===== src/rtl/rate_counter_pkg.sv =====
// rtl/rate_counter_pkg.sv - shared digit type and BCD digit step helpers for rate_counter
package rate_counter_pkg;

    typedef logic [3:0] digit_t;

    localparam digit_t BCD_MAX = 4'd9;

    // Step one decimal digit upward when cin is set; returns {carry_out, digit}.
    // An out-of-range digit is treated as past 9, so it clears and carries.
    function automatic logic [4:0] bcd_digit_inc(input digit_t d, input logic cin);
        logic [4:0] r;
        if (!cin) begin
            r = {1'b0, d};
        end else if (d >= BCD_MAX) begin
            r = {1'b1, 4'd0};
        end else begin
            r = {1'b0, d + 4'd1};
        end
        return r;
    endfunction

    // Step one decimal digit downward when bin is set; returns {borrow_out, digit}.
    // An out-of-range digit snaps to 9 without borrowing from the next digit.
    function automatic logic [4:0] bcd_digit_dec(input digit_t d, input logic bin);
        logic [4:0] r;
        if (!bin) begin
            r = {1'b0, d};
        end else if (d == 4'd0) begin
            r = {1'b1, BCD_MAX};
        end else if (d > BCD_MAX) begin
            r = {1'b0, BCD_MAX};
        end else begin
            r = {1'b0, d - 4'd1};
        end
        return r;
    endfunction

endpackage


===== src/rtl/rate_prescaler.sv =====
// rtl/rate_prescaler.sv - programmable-period prescaler producing a tick event
module rate_prescaler #(
    parameter int DIV_W = 24
) (
    input  logic             clk,
    input  logic             rst,
    input  logic             run,
    input  logic [DIV_W-1:0] period,
    input  logic             clear,
    output logic             tick_evt
);

    logic [DIV_W-1:0] pre;

    // The >= compare makes a period lowered below pre fire once and restart at 0.
    assign tick_evt = run && (pre >= period);

    // Prescaler state: restart on reset, clear or tick; otherwise advance while running.
    always_ff @(posedge clk) begin
        if (rst) begin
            pre <= '0;
        end else if (clear) begin
            pre <= '0;
        end else if (tick_evt) begin
            pre <= '0;
        end else if (run) begin
            pre <= pre + DIV_W'(1);
        end
    end

endmodule


===== src/rtl/rate_counter.sv =====
// rtl/rate_counter.sv - prescaled multi-digit hex/BCD up/down counter with wrap strobe
module rate_counter
    import rate_counter_pkg::*;
#(
    parameter int DIV_W   = 24,
    parameter int N_DIGIT = 8,
    parameter int CNT_W   = 4 * N_DIGIT
) (
    input  logic             clk,
    input  logic             rst,
    input  logic [DIV_W-1:0] period,
    input  logic             run,
    input  logic             up,
    input  logic             bcd,
    input  logic             load,
    input  logic [CNT_W-1:0] load_value,
    output logic             tick,
    output logic [CNT_W-1:0] count,
    output logic             wrap
);

    logic             tick_evt;
    logic [CNT_W-1:0] next_count;
    logic             next_wrap;

    rate_prescaler #(
        .DIV_W (DIV_W)
    ) u_prescaler (
        .clk      (clk),
        .rst      (rst),
        .run      (run),
        .period   (period),
        .clear    (load),
        .tick_evt (tick_evt)
    );

    // Next count value and wrap flag for one step in the current mode and direction.
    always_comb begin
        logic       chain;
        logic [4:0] res;
        next_count = count;
        next_wrap  = 1'b0;
        chain      = 1'b1;
        res        = '0;
        if (bcd) begin
            for (int i = 0; i < N_DIGIT; i++) begin
                if (up) begin
                    res = bcd_digit_inc(count[4*i +: 4], chain);
                end else begin
                    res = bcd_digit_dec(count[4*i +: 4], chain);
                end
                next_count[4*i +: 4] = res[3:0];
                chain                = res[4];
            end
            next_wrap = chain;
        end else if (up) begin
            next_count = count + CNT_W'(1);
            next_wrap  = &count;
        end else begin
            next_count = count - CNT_W'(1);
            next_wrap  = (count == '0);
        end
    end

    // Output registers: load beats a coincident tick, which is dropped.
    always_ff @(posedge clk) begin
        if (rst) begin
            count <= '0;
            tick  <= 1'b0;
            wrap  <= 1'b0;
        end else if (load) begin
            count <= load_value;
            tick  <= 1'b0;
            wrap  <= 1'b0;
        end else if (tick_evt) begin
            count <= next_count;
            tick  <= 1'b1;
            wrap  <= next_wrap;
        end else begin
            tick  <= 1'b0;
            wrap  <= 1'b0;
        end
    end

endmodule


===== config.mk =====
export PLATFORM = sky130hd
export DESIGN_NAME = rate_counter
export DESIGN_NICKNAME = d
export VERILOG_FILES = /design/src/rtl/rate_counter_pkg.sv /design/src/rtl/rate_prescaler.sv /design/src/rtl/rate_counter.sv
export SDC_FILE = /design/constraint.sdc
export NUM_CORES = 1
export LEC_CHECK = 0
export CORE_MARGIN = 2
export CORE_UTILIZATION = 25
export CTS_CLUSTER_SIZE = 24
export DETAILED_ROUTE_END_ITERATION = 16
export REMOVE_ABC_BUFFERS = 1
export SETUP_SLACK_MARGIN = 0.15
export SLEW_MARGIN = 5
export SYNTH_ARGS = -nofsm -noshare
export SYNTH_HDL_FRONTEND = slang
export SYNTH_HIERARCHICAL = 1
export SYNTH_SLANG_ARGS = --single-unit

===== constraint.sdc =====
create_clock -name clk -period 8.72 [get_ports clk]
set_input_delay 1.744 -clock clk [delete_from_list [all_inputs] [get_ports clk]]
set_output_delay 1.744 -clock clk [all_outputs]
set_load 0.05 [all_outputs]

==> results of run 1 <==
cell usage in the layout, fill, tap and decap left out, drive strengths merged, types with 12 or more instances in the layout:
| master | netlist | final |
|---|---|---|
| a211oi | 19 | 19 |
| a21o | 15 | 15 |
| a21oi | 96 | 96 |
| a31oi | 13 | 13 |
| clkdlybuf4s50 | 0 | 93 |
| dfxtp | 58 | 58 |
| ha | 83 | 83 |
| inv | 62 | 63 |
| nand2 | 88 | 88 |
| nand2b | 22 | 22 |
| nand3 | 39 | 39 |
| nand4 | 23 | 23 |
| nor2 | 88 | 88 |
| nor3 | 32 | 32 |
| o21ai | 69 | 69 |
| o31ai | 12 | 12 |
| xnor2 | 30 | 30 |
| xor2 | 17 | 17 |
flip-flops by register name (all words and copies together), names as in the netlist:
| name | cells |
|---|---|
| count | 32 |
| u_prescaler/pre | 24 |
| tick | 1 |
| wrap | 1 |
how the worst max path moves through the flow:
stage	from	end	slack (ns)	cells after the start
4_1_cts	up	count[30]	3.63	12
3_5_place_dp	up	count[30]	3.28	12
3_3_place_gp	up	count[30]	3.40	12
5_1_grt	period[22]	count[27]	3.35	15
6_report	up	count[30]	3.58	12
2_1_floorplan	period[22]	count[27]	3.51	13
layer usage:
metal / vias up / share of wire, % / global-route usage [%]
met5: - / 0 / 0
met4: 0 / 1.7 / 4.27
met3: 36 / 7.0 / 2.43
met2: 297 / 44 / 25.1
met1: 3551 / 47 / 22.6
li1: 3809 / - / -
worst reg2reg max path, delay by kind of cell, from the launching register on:
| kind | cells | cell delay, ns |
|---|---|---|
| AOI/OAI and AO/OA | 7 | 2.01 |
| adders and majority gates | 1 | 0.43 |
| DFF | 1 | 0.75 |
| muxes | 1 | 0.23 |
cell families after synthesis:
group,Yosys count,synth area share [%]
AO/OA/AOI/OAI,329,30.3
XOR/XNOR,47,5.80
adder cells (fa/ha/maj),84,14.9
buffers and inverters,114,6.36
flip-flops,58,16.4
multiplexers,10,1.46
AND/OR/NAND/NOR,356,24.8
metrics by stage:
| step | utilization [%] | total power, mW | worst slack (ns) | cell area (um2) | hold WS, ns |
|---|---|---|---|---|---|
| finish | 31.2 | 1.10 | 3.58 | 8690 | 0.537 |
| global route | 31.2 | 1.16 | 3.35 | 8690 | 0.567 |
| CTS | 31.2 | 1.11 | 3.63 | 8690 | 0.526 |
| detailed placement | 30.0 | 0.699 | 3.28 | 8360 | 0.515 |
| global placement | 30.0 | 0.697 | 3.40 | 8360 | 0.509 |
| floorplan | - | 0.566 | 3.51 | 6890 | 0.482 |
cell type report:
class	instances	area (um2)	share of cell area (%)
clock inverters	7	103	1.18
repair buffers	103	1000	11.5
clock buffers	9	225	2.59
well taps	378	473	5.44
multi-input cells	826	5490	63.1
inverters	64	240	2.76
flip-flops and latches	58	1160	13.4
report_power, final:
| group | leakage [nW] | total [mW] | internal [mW] | switching [mW] |
|---|---|---|---|---|
| Sequential | 0.474 | 0.309 | 0.276 | 0.0336 |
| Clock | 0.156 | 0.400 | 0.253 | 0.147 |
| Combinational | 2.70 | 0.391 | 0.161 | 0.230 |
==> impl_metrics.yaml, run 1 <==
place:
  dpl.hpwl_um: 17200
  placed_cells: 1429
  portBuffers: 95
  gp_congestion: 0.882
synthesis:
  ys_types: 77
  ys_top_cells_by_count: "95 x a21oi_1, 88 x nor2_1, 87 x nand2_1, 83 x ha_1, 63 x o21ai_0"
  netlist_top_cells_area: "dfxtp_1 16%, ha_1 15%, a21oi_1 6.7%, nor2_1 4.7%, nand2_1 4.6%"
  ys_warn_count: 6
  async_flop_share_pct: 0
  yosysSeqAreaShare_pct: 16.4
  synth_edf_count: 0
  synth.most_common_cell: "a21oi_1"
  synth_top_area_cell: "dfxtp_1"
  netlist.area_leader.share_pct: 16.4
  dominantRegCellSynth: "dfxtp_1"
  synthesis.area_um2: 7100
  syn_avg_cell_area_um2: 7.11
  synthCells: 998
  ys_ff_latch: 58
detailed_routing:
  viasPerCell: 5.32
  drc: 0
  dr.pass1.iters: 5
  wl_um: 23500
  dr.first_iter.drc_count: 689
  vias: 7693
  antenna_left: 0
  post_drt_wl_per_cell_um: 16.3
critical_path:
  start_kind: "primary input"
  cp-end-kind: "flip-flop"
  crit_required_ns: 8.95
  arrival_ns: 5.37
  rrSetupSlack_ns: 5.20
  worst-setup-path-type: "primary input to flip-flop"
  crit_path_top_delay_cell: "buf_4"
  cp.buffers_inverters: 3
  r2r-start: "count[11]"
  reg2reg_depth: 9
  path_cells: "buf_2, clkinv_1, buf_4, ha_1, a211o_1, a311o_1, a22oi_1, o21ai_1, a21oi_1, mux2i_1, o221ai_1, a32o_1"
  rr_endpoint: "count[30]"
  crit_fanout: 33
  critPathTopFamily: "compound AO/OA/AOI/OAI gates"
  cp_slowest_stage_delay_ns: 0.45
grt:
  grt_pass1_wl_um: 37700
  globalRouteOverflowTotal: 0
  antenna_found_initial: 0
  grt_max_degree: 70
  track_usage_pct: 16.0
  grt_pass1_vias: 7031
timing:
  slew_headroom_pct: 46.5
  skew_ns: 0.00874
  fin_setup_tns_ns: 0
  rsz0062_at_grt: "false"
  period_needed_ns: 5.14
  finalSetupViolCount: 0
  fmax_mhz: 194
  tightestPinTransition_ns: 0.801
  fin_crit_sh_pct: 59.0
  report.final.slew_viol_count: 0
  hold_violations: 0
floorplan:
  die_w_um: 172
  row_count: 61
  io-pin-count: 96
  coreArea_um2: 27900
  die_area_um2: 29800
  initial_utilization_pct: 25.5
  die_h_um: 172
clock_network:
  cts_inserted_buffers: 9
  clock-sinks: 58
  cts_tree: "built"
  clkTransAtPathRegs_ns: 0.06
  ctsLongestPathBuffers: 2
  clockRootBuffer: "clkbuf_16"
  cts_max_level: 3
  cts_setup_buffers: 0
  cts_hold_buffers: 0
  worstSkewPairLatency_ns: 0.34
  ctsResizeCount: 0
hold_path:
  min_from: "u_prescaler/pre[9]"
  min_path_cells: 2
  hold_end: "u_prescaler/pre[9]"
  hold_class: "flip-flop to flip-flop"
layout:
  drive_gt1_share_pct: 4.50
  nNetsFinal: 1208
  finalNonFillerCells: 1445
  num-fill-cells: 3006
  diodes: 0
  layout-area-overhead-vs-synth_pct: 22.5
power_and_ir_drop:
  vdd_drop_max_mv: 0.0868
  powerDensity_nw_per_um2: 127
  cellLeakagePower_nw: 3.33
outcome:
  outcome: "finished clean"
job:
  max-cap-violations: 0
Note: power is estimated with default switching activity, not from simulation.
==> run 2, diff against run 1 <==
Clock period 8.72 ns to 4.6 ns, I/O delays scaled along.
==> impl_metrics.yaml, run 2 (same netlist as run 1, synthesis figures left out) <==
place:
  portBuffers: 95
  placed_cells: 1435
  dpl.hpwl_um: 17700
  gp_congestion: 0.865
critical_path:
  cpMostUsedCell: "buf_4"
  cp.buffers_inverters: 4
  rrSetupSlack_ns: 1.28
  arrival_ns: 4.27
  path_cells: "clkdlybuf4s50_1, inv_1, ha_1, nand4_1, or4_1, nand2b_1, and4_4, a21boi_2, buf_4, buf_4, a311o_1, o221ai_1, nor3b_1, mux2i_1, o21ai_0"
  worst-setup-path-type: "primary input to flip-flop"
  critPathLaunch: "period[19]"
  critPathTopFamily: "simple AND/OR/NAND/NOR gates"
  crit_required_ns: 4.87
  reg2reg_depth: 10
  crit_fanout: 14
  cp_slowest_stage_delay_ns: 0.56
  cp-end-kind: "flip-flop"
  crit_cells: 15
  r2r-start: "count[2]"
  crit_path_top_delay_cell: "or4_1"
  start_kind: "primary input"
grt:
  track_usage_pct: 15.8
  globalRouteOverflowTotal: 0
  grt_pass1_vias: 7068
  grt_max_degree: 69
  antenna_found_initial: 0
  grt_pass1_wl_um: 37200
clock_network:
  clock-sinks: 58
  cts_tree: "built"
  worstSkewPairLatency_ns: 0.34
  cts_max_level: 3
  ctsLongestPathBuffers: 2
  cts_hold_buffers: 0
  cts_setup_buffers: 0
  clockRootBuffer: "clkbuf_16"
  ctsResizeCount: 0
  clkTransAtPathRegs_ns: 0.06
  cts_inserted_buffers: 9
job:
  max-cap-violations: 0
floorplan:
  io-pin-count: 96
  row_count: 61
  die_w_um: 172
  coreArea_um2: 27900
  initial_utilization_pct: 25.5
  die_area_um2: 29800
  die_h_um: 172
timing:
  whs_ns: 0.528
  hold_violations: 0
  finalSetupViolCount: 0
  report.final.slew_viol_count: 0
  skew_ns: 0.0115
  fin_crit_sh_pct: 86.8
  slew_headroom_pct: 36.3
  tightestPinTransition_ns: 0.955
  fmax_mhz: 250
  period_needed_ns: 3.99
  fin_setup_tns_ns: 0
  rsz0062_at_grt: "false"
layout:
  layout-area-overhead-vs-synth_pct: 23.3
  multi_input_area_um2: 5490
  finalNonFillerCells: 1451
  num-fill-cells: 2988
  top_regs: "count (32), u_prescaler/pre (24)"
  mostFrequentLayoutCells: "95 x a21oi_1, 93 x clkdlybuf4s50_1, 88 x nor2_1, 87 x nand2_1, 83 x ha_1"
  nNetsFinal: 1214
  diodes: 0
  drive_gt1_share_pct: 5.03
  register_area_um2: 1160
  final_common_cell: "a21oi_1"
  largest_reg_flops: 32
  max_flop_register: "count"
power_and_ir_drop:
  power.net_switching_mw: 0.785
  power.share.sequential_pct: 27.7
  p_comb_share_pct: 36.0
  clkPwrFrac_pct: 36.3
  p_sw_share_pct: 37.4
  cellLeakagePower_nw: 3.36
  p_total_mw: 2.10
  powerDensity_nw_per_um2: 240
  vdd_drop_max_mv: 0.148
  internal-power_mw: 1.31
detailed_routing:
  dr.first_iter.drc_count: 613
  antenna_left: 0
  post_drt_wl_per_cell_um: 16.3
  dr.pass1.iters: 5
  vias: 7688
  drc: 0
  wl_um: 23700
  viasPerCell: 5.30
hold_path:
  min_from: "u_prescaler/pre[9]"
  hold_class: "flip-flop to flip-flop"
  min_path_cells: 2
outcome:
  outcome: "finished clean"
[run 2: cell types whose count changed in the layout (fill, tap and decap cells not counted), sizes merged]
cell      delta
clkinv       -2
clkinvlp     +1
buf          +6
inv          +1
[run 2: path summary, 6_finish.rpt]
check / endpoint
hold reg to reg: u_prescaler/pre[9]
hold / removal: u_prescaler/pre[9]
setup / recovery: count[27]
setup reg to reg: count[25]
[run 2: power groups by stage]
stage | sequential (mW) | combinational [mW] | clock (mW)
finish | 0.581 | 0.754 | 0.762
global route | 0.586 | 0.827 | 0.800
CTS | 0.579 | 0.750 | 0.778
detailed placement | 0.591 | 0.745 | 0
global placement | 0.590 | 0.741 | 0
floorplan | 0.639 | 0.433 | 0
[run 2: layout make-up]
cell class	instances	area share [%]
Clock buffer	9	2.57
Tap cell	378	5.41
Inverter	64	2.75
Clock inverter	7	1.16
Sequential cell	58	13.3
Timing Repair Buffer	109	12.1
Multi-Input combinational cell	826	62.7
[run 2: per-stage QoR]
step	cell area [um2]	util [%]	setup slack, ns
detailed placement	8420	30.2	0.252
global route	8750	31.4	0.269
CTS	8750	31.4	0.600
global placement	8420	30.2	0.324
floorplan	6890	-	0.211
finish	8750	31.4	0.605
[run 2: metal layers]
metal	vias to the layer above	part of all wire, %	track usage (%)
li1	3825	-	-
met1	3564	47	21.6
met2	267	44	25.2
met3	32	6.7	2.40
met4	0	2.4	5.48
met5	-	0	0
[run 2: tightest hold or removal path: cells and delay by family, from the launching register on]
| kind | cells | cell delay [ns] |
|---|---|---|
| flops | 1 | 0.34 |
| simple gates | 1 | 0.08 |
| compound gates | 1 | 0.06 |
==> run 3, diff against run 2 <==
Settings changed: CORE_UTILIZATION 25 to 30.
==> impl_metrics.yaml, run 3 (same netlist as run 1, synthesis figures left out) <==
timing:
  slew_headroom_pct: 53.2
  skew_ns: 0.00856
  fmax_mhz: 243
  rsz0062_at_grt: "false"
  finalSetupViolCount: 0
  tightestPinTransition_ns: 0.696
  period_needed_ns: 4.12
  hold_violations: 0
  report.final.slew_viol_count: 0
  fin_setup_tns_ns: 0
  fin_crit_sh_pct: 89.6
outcome:
  outcome: "finished clean"
grt:
  globalRouteOverflowTotal: 0
  grt_pass1_wl_um: 35500
  track_usage_pct: 17.9
  grt_max_degree: 69
  grt_pass1_vias: 6922
  antenna_found_initial: 1
detailed_routing:
  dr.pass1.iters: 5
  wl_um: 22600
  dr.first_iter.drc_count: 604
  viasPerCell: 5.46
  antenna_left: 0
  post_drt_wl_per_cell_um: 16.3
  drc: 0
  vias: 7583
power_and_ir_drop:
  power.share.sequential_pct: 27.7
  clkPwrFrac_pct: 36.8
  cellLeakagePower_nw: 3.36
  p_sw_share_pct: 37.6
  power.net_switching_mw: 0.789
  p_comb_share_pct: 35.5
  p_total_mw: 2.10
  vdd_drop_max_mv: 0.156
  powerDensity_nw_per_um2: 242
  internal-power_mw: 1.31
layout:
  finalNonFillerCells: 1390
  register_area_um2: 1160
  drive_gt1_share_pct: 4.76
  layout-area-overhead-vs-synth_pct: 22.1
  diodes: 0
  max_flop_register: "count"
  top_regs: "count (32), u_prescaler/pre (24)"
  fin_util_pct: 37.2
  multi_input_area_um2: 5480
  num-fill-cells: 2488
  mostFrequentLayoutCells: "95 x a21oi_1, 93 x clkdlybuf4s50_1, 88 x nor2_1, 87 x nand2_1, 83 x ha_1"
  largest_reg_flops: 32
  final_common_cell: "a21oi_1"
  nNetsFinal: 1212
clock_network:
  clockRootBuffer: "clkbuf_16"
  ctsResizeCount: 0
  cts_max_level: 3
  cts_setup_buffers: 0
  cts_tree: "built"
  cts_inserted_buffers: 9
  clock-sinks: 58
  ctsLongestPathBuffers: 2
  clkTransAtPathRegs_ns: 0.06
  worstSkewPairLatency_ns: 0.35
  cts_hold_buffers: 0
critical_path:
  arrival_ns: 4.40
  rrSetupSlack_ns: 1.18
  start_kind: "primary input"
  crit_required_ns: 4.88
  worst-setup-path-type: "primary input to flip-flop"
  crit_path_top_delay_cell: "or4_1"
  r2r-start: "u_prescaler/pre[21]"
  cp-end-kind: "flip-flop"
  crit_fanout: 20
  reg2reg_depth: 13
  path_cells: "clkdlybuf4s50_1, inv_1, ha_1, nand4_1, or4_1, nand2b_1, and4_4, a21boi_1, buf_12, nor2b_1, a311o_1, o221ai_1, nor3b_1, mux2i_1, o21ai_0"
  cp_slowest_stage_delay_ns: 0.58
  rr_endpoint: "count[27]"
place:
  gp_congestion: 0.864
  placed_cells: 1374
  dpl.hpwl_um: 16600
  portBuffers: 95
hold_path:
  hold_class: "flip-flop to flip-flop"
  min_from: "u_prescaler/pre[9]"
  hold_end: "u_prescaler/pre[9]"
  min_path_cells: 2
job:
  max-cap-violations: 0
floorplan:
  die_area_um2: 24900
  initial_utilization_pct: 30.4
  die_h_um: 158
  coreArea_um2: 23300
  io-pin-count: 96
  die_w_um: 158
  row_count: 56
[run 3: cell types whose count changed in the layout (fill, tap and decap cells not counted), sizes merged]
cell,previous run,this run
buf,16,14
clkinv,3,5
clkinvlp,2,1
inv,64,63
[run 3: layout make-up]
type	count	area share (%)
Inverter	64	2.77
Clock buffer	9	2.60
Multi-Input combinational cell	826	63.3
Timing Repair Buffer	107	12.2
Clock inverter	7	1.18
Tap cell	319	4.60
Sequential cell	58	13.4
[run 3: routing by layer]
metal	up-vias	routed length, um	global-route usage [%]
met5	-	0	0
met3	17	1440	3.81
li1	3827	-	-
met2	222	10400	29.6
met1	3517	10500	23.7
met4	0	305	3.85
[run 3: worst max-delay path, delay by kind of cell]
kind / cells / cell delay [ns]
buffers and inverters: 3 / 0.69
adders and majority gates: 1 / 0.31
muxes: 1 / 0.10
and+or+nand+nor: 6 / 1.63
AOI/OAI and AO/OA: 4 / 0.76
[run 3: worst max-delay path by stage]
stage	start	end	slack, ns	cells after the start
after floorplan	period[22]	count[27]	0.21	13
after global placement	period[19]	count[27]	0.20	15
after detailed placement	period[19]	count[27]	0.15	15
after CTS	period[19]	count[27]	0.47	15
after global routing	period[22]	count[27]	0.18	15
final	period[19]	count[27]	0.48	15
[run 3: per-stage QoR]
stage	setup slack, ns	hold WS [ns]	cell area, um2
after global routing	0.181	0.548	8670
after global placement	0.203	0.510	8340
after detailed placement	0.149	0.518	8340
after floorplan	0.211	0.482	6890
final	0.478	0.523	8670
after CTS	0.475	0.528	8670
[run 3: power groups by stage]
| stage | clock [mW] | sequential, mW | combinational (mW) |
|---|---|---|---|
| 3_5_place_dp | 0 | 0.591 | 0.738 |
| 3_3_place_gp | 0 | 0.591 | 0.737 |
| 4_1_cts | 0.785 | 0.580 | 0.743 |
| 6_report | 0.772 | 0.581 | 0.746 |
| 2_1_floorplan | 0 | 0.639 | 0.433 |
| 5_1_grt | 0.809 | 0.586 | 0.820 |
